**src/rtl/irq_or_collector.sv**
```systemverilog
// Interrupt request collector: synchronises N async request lines, latches them into
// sticky pending/overrun bits and presents a registered masked OR plus lowest active id.
module irq_or_collector #(
    parameter int N           = 4,
    parameter int SYNC_STAGES = 2,
    parameter int IDW         = 2
) (
    input  logic           clk,
    input  logic           rst_n,
    input  logic [N-1:0]   req_in,
    input  logic [N-1:0]   edge_mode,
    input  logic [N-1:0]   mask,
    input  logic           clr_valid,
    input  logic [N-1:0]   clr_mask,
    output logic           clr_ack,
    output logic [N-1:0]   pending,
    output logic [N-1:0]   overrun,
    output logic           irq_out,
    output logic [IDW-1:0] src_id
);

    // Handshake: clr_valid is accepted on every cycle it is high (no back-pressure);
    // clr_ack pulses exactly one cycle later for each accepted clr_valid.

    logic [SYNC_STAGES-1:0][N-1:0] sync_q;
    logic [N-1:0]                  s;
    logic [N-1:0]                  p;
    logic [N-1:0]                  ev;
    logic [N-1:0]                  clr;
    logic [N-1:0]                  act;
    logic [N-1:0]                  pending_next;
    logic [N-1:0]                  overrun_next;
    logic [IDW-1:0]                sel_id;

    assign s = sync_q[SYNC_STAGES-1];

    always_ff @(posedge clk or negedge rst_n) begin
        if (!rst_n) begin
            sync_q <= '0;
            p      <= '0;
        end else begin
            sync_q <= {sync_q[SYNC_STAGES-2:0], req_in};
            p      <= s;
        end
    end

    // Edge history resets to 0, so a line held high through reset yields one edge event.
    always_comb begin
        ev  = (edge_mode & s & ~p) | (~edge_mode & s);
        clr = clr_valid ? clr_mask : '0;
        pending_next = ev | (pending & ~clr);
        overrun_next = (ev & pending & ~clr) | (overrun & ~clr);
    end

    assign act = pending & mask;

    always_comb begin
        sel_id = '0;
        for (int i = N - 1; i >= 0; i--) begin
            if (act[i]) sel_id = IDW'(i);
        end
    end

    always_ff @(posedge clk or negedge rst_n) begin
        if (!rst_n) begin
            pending <= '0;
            overrun <= '0;
            irq_out <= 1'b0;
            src_id  <= '0;
            clr_ack <= 1'b0;
        end else begin
            pending <= pending_next;
            overrun <= overrun_next;
            irq_out <= |act;
            src_id  <= sel_id;
            clr_ack <= clr_valid;
        end
    end

endmodule

```
**config.mk**
```make
export PLATFORM = sky130hd
export DESIGN_NAME = irq_or_collector
export DESIGN_NICKNAME = d
export VERILOG_FILES = /design/src/rtl/irq_or_collector.sv
export SDC_FILE = /design/constraint.sdc
export NUM_CORES = 1
export LEC_CHECK = 0
export CAP_MARGIN = 25
export CORE_AREA = 2 2 56 58
export DETAILED_ROUTE_END_ITERATION = 7
export DIE_AREA = 0 0 58 60
export PLACE_DENSITY = 0.67
export SYNTH_ARGS = -nofsm -noshare
export SYNTH_HDL_FRONTEND = slang
export SYNTH_SLANG_ARGS = --single-unit
```
**constraint.sdc**
```tcl
create_clock -name clk -period 0.8 [get_ports clk]
set_input_delay 0.12 -clock clk [delete_from_list [all_inputs] [get_ports clk]]
set_output_delay 0.12 -clock clk [all_outputs]
set_load 0.1 [all_outputs]
```
Word level (Yosys, flattened, before mapping)
Cells that the tools add are included.

storage, ports and cells
  bits of input ports = 19
  register bits after elaboration = 24

cells by class
  mux-type cells = 5
  reductions and logical operators = 1
  bitwise gates (word level) = 14

operator list
  cell              count
  $and A4 B4 Y4     8
  $not A4 Y4        3
  $or A4 B4 Y4      3
  $mux W2           4
  $mux W4           1
  $reduce_or A4 Y1  1

Depth between registers and ports, before layout
  word-level depth = 6
  depth in mapped cells = 3
  depth with buffers taken out = 3

Least setup slack after synthesis
Ideal clock, no wire load.

  path type = register -> register
  from = register pending[0]
  to = register src_id[1]
  library setup time = 0.129 ns
  clock period less this slack = 1.472 ns
  path slack = -0.672 ns
  cell stages (with the launch flop) = 3
  arrival = 1.343 ns
  data required time = 0.671 ns
  cell sequence = dfrtp_1 -> a22oi_1 -> nor2b_1

between the ends
  word-level cells in the longest chain between the ends = 2

ends and longest elaborated chain
  element                 RTL line  source
  from (decl)             16        output logic [N-1:0] pending,
  from (signal assigned)  72        pending <= pending_next;
  $and A4 B4 Y4           55        assign act = pending & mask;
  $mux W2                 60        if (act[i]) sel_id = IDW'(i);
  net sel_id[1]           33        logic [IDW-1:0] sel_id;
  to (signal assigned)    75        src_id <= sel_id;
  to (decl)               19        output logic [IDW-1:0] src_id

The timed path passes the listed nets, and every way through them passes these cells.

Final worst setup path
  from = register overrun[1]
  to = output port overrun[1]

RTL lines
  element                 RTL line  source
  from (decl)             17        output logic [N-1:0] overrun,
  from (signal assigned)  73        overrun <= overrun_next;

No word-level cell between the ends.

==> run_results.csv <==
group,metric,value,unit
outcome,run_status,"finished with violations",
outcome,violations,"setup timing",
global_route,antenna_found_initial,0,
setup_path,crit_path_max_incr_delay,520,ps
logic_synthesis,yosysWarnings,0,
route,drc,0,
power_and_ir_drop,p_sw_share,34.7,%
floorplanning,initial_core_util,26.2,%
power_and_ir_drop,switchingPower,1.06,mW
clock_network,tritoncts,"built",
logic_synthesis,syn_area_per_cell,14.6,sq um
global_route,grt_pass1_wl,2650,um
clock_network,htree_levels,1,
setup_path,cp_slowest_cell,"dfrtp_4",
sta,rsz0062_at_grt,"true",
finish,fin_util,47.2,%
place,place_congestion,0.721,
finish,fillCellCount,277,
setup_path,cp_num_buf_inv,1,
setup_path,r2r-start,"pending[3]",
logic_synthesis,synth_common_cells,"dfrtp_1 (24), nand2_1 (10), a21oi_1 (5), a22o_1 (4), a31oi_1 (4)",
floorplanning,core,0.00290,sq mm
sta,slew_headroom,89.2,%
setup_path,start_kind,"flop",
route,firstDrtPassIters,1,
route,vias_per_cell,4.55,
route,vias,564,
global_route,overflow,0,
sta,worst_slew_pin_slew,162,ps
global_route,grt_pass1_vias,582,
floorplanning,dieArea,0.00348,sq mm
sta,report.final.setup_viol,23,
setup_path,r2r_slack,-230,ps
clock_network,clk_path_buf_depth,2,
logic_synthesis,synth_cell_types,9,
finish,diodes,0,
global_route,grt_max_degree,25,
power_and_ir_drop,power,3.04,mW
logic_synthesis,synth_area,761,sq um
floorplanning,io_pins,31,
place,dp_hpwl,1170,um
logic_synthesis,ys.flop_type,"dfrtp_1",
setup_path,cp_max_fo,2,
sta,final-hold-violation-count,0,
logic_synthesis,synth_top_area_cell,"dfrtp_1",
sta,fmax,0.903,GHz
place,port_buffers,30,
logic_synthesis,synth_edf_count,0,
run,max-cap-violations,0,
global_route,grt_usage,10.4,%
logic_synthesis,async_reset_ff_share,100,%
route,drt-initial-drc-count,0,
logic_synthesis,synth_area_leaders,"dfrtp_1 (79%), nand2_1 (4.9%), a22o_1 (4.6%)",
route,wl_per_cell,12.5,um
logic_synthesis,synth_top_area_share,78.9,%
setup_path,cp-end-kind,"output port",
power_and_ir_drop,comb_power_share,36.3,%
finish,final_nets,111,
sta,whs,157,ps
setup_path,required,680,ps
logic_synthesis,syn_inst,52,
setup_path,crit_family,"flip-flops",
finish,drive_gt1_share,38.5,%
power_and_ir_drop,power-per-cell-area,2220,mW/mm^2
logic_synthesis,seq_area_frac_synth,78.9,%
power_and_ir_drop,pwr-share-seq,47.1,%
route,wl,1550,um
sta,fin_ws,-307,ps
power_and_ir_drop,ir_drop,1.06,mV
sta,final.min_clock_period,1110,ps
power_and_ir_drop,power_frac_clock,16.5,%
sta,period_share,138,%
sta,drv_slew,0,
logic_synthesis,synth-seq-cells,24,
sta,fin_worst_skew,1.94,ps
floorplanning,die_h,60,um
place,dpl-instance-area,0.00129,sq mm
worst_hold_path,hold_class,"in2async",
floorplanning,die_w,58,um
setup_path,r2r_cells,3,
clock_network,root_buffer,"clkbuf_4",
setup_path,arrival,990,ps
setup_path,worstPathCellList,"buf_12",
logic_synthesis,yosysMostFrequentCell,"dfrtp_1",
clock_network,clock_latency,290,ps
floorplanning,rows,20,
setup_path,critPathKind,"reg2out",
setup_path,reg2reg_to,"src_id[0]",
power_and_ir_drop,leakagePower,0.568,nW
finish,area_growth,79.9,%
logic_synthesis,syn_nets,71,
power_and_ir_drop,power.internal,1.98,mW
clock_network,cts-buffers-inserted,3,
place,dp_slack,-370,ps
finish,fin_area,0.00137,sq mm
clock_network,clock-sinks,24,
route,ant_nets,0,
clock_network,clk_pin_slew,110,ps
-- power by group through the flow --
stage	clock, mW	sequential [mW]	combinational (mW)
finish	0.502	1.43	1.10
global route	0.592	1.45	1.15
CTS	0.540	1.43	1.11
detailed placement	0	1.48	1.05
global placement	0	1.47	1.04
floorplan	0	1.93	0.0887
-- sequential cells by signal, summed over array words and instances (netlist names) --
register	count
overrun	4
sync_q	4
p	4
src_id	2
irq_out	1
s	4
clr_ack	1
pending	4
-- cells by family (layout without fill, tap and decap cells) --
group	after synthesis	count (layout)	synth area share, %
flip-flops	24	24	78.9
AO/OA/AOI/OAI	16	16	14.3
AND/OR/NAND/NOR	11	11	5.76
buffers and inverters	1	40	0.987
-- per-stage QoR --
| step | setup TNS, ps | cells |
|---|---|---|
| after CTS | -5410 | 124 |
| final | -5070 | 124 |
| after global routing | -6030 | 124 |
| after detailed placement | -2950 | 116 |
| after floorplan | -2240 | 52 |
| after global placement | -2700 | 116 |
-- worst max-delay path by stage --
stage          cells past startpoint  slack [ps]    endpoint        from
3_5_place_dp                       4        -370  pending[0]   clr_valid
3_3_place_gp                       4        -350  pending[1]   clr_valid
2_1_floorplan                      3        -250   src_id[0]  pending[2]
4_1_cts                            1        -330  pending[3]  pending[3]
6_report                           1        -310  overrun[1]  overrun[1]
5_1_grt                            1        -350  pending[1]  pending[1]
-- area by class of cell --
type / instances / area [sq um] / share of cell area (%)
flip-flops and latches: 24 / 634 / 46.3
well taps: 33 / 41.3 / 3.02
clock buffers: 4 / 26.3 / 1.92
repair buffers: 36 / 498 / 36.4
multi-input cells: 27 / 169 / 12.3
-- what timing repair did --
action                                  4_1_cts  5_1_grt
hold buffers                                  0        0
endpoints found under the setup margin       23       23
resized for setup                             3        1
buffers inserted                              4        0
pin swaps                                     1        1
-- placed cells by master, fill, tap and decap left out --
cell	Yosys	layout
clkbuf_4	0	3
a21oi_1	5	5
a22o_1	4	4
a31oi_2	0	1
buf_12	0	14
clkbuf_1	0	1
buf_6	0	2
buf_4	1	2
nand2_1	10	10
clkdlybuf4s50_1	0	18
dfrtp_1	24	13
nor2b_1	1	1
a32oi_1	1	1
dfrtp_4	0	8
a22oi_2	0	2
dfrtp_2	0	3
a31oi_1	4	3
-- metal layers --
layer	GRT usage, %	part of all wire [%]
met1	13.9	40
met5	0	0
met2	15.9	52
met4	4.98	0.58
met3	2.60	7.1
Power figures use the tool's default switching activity.
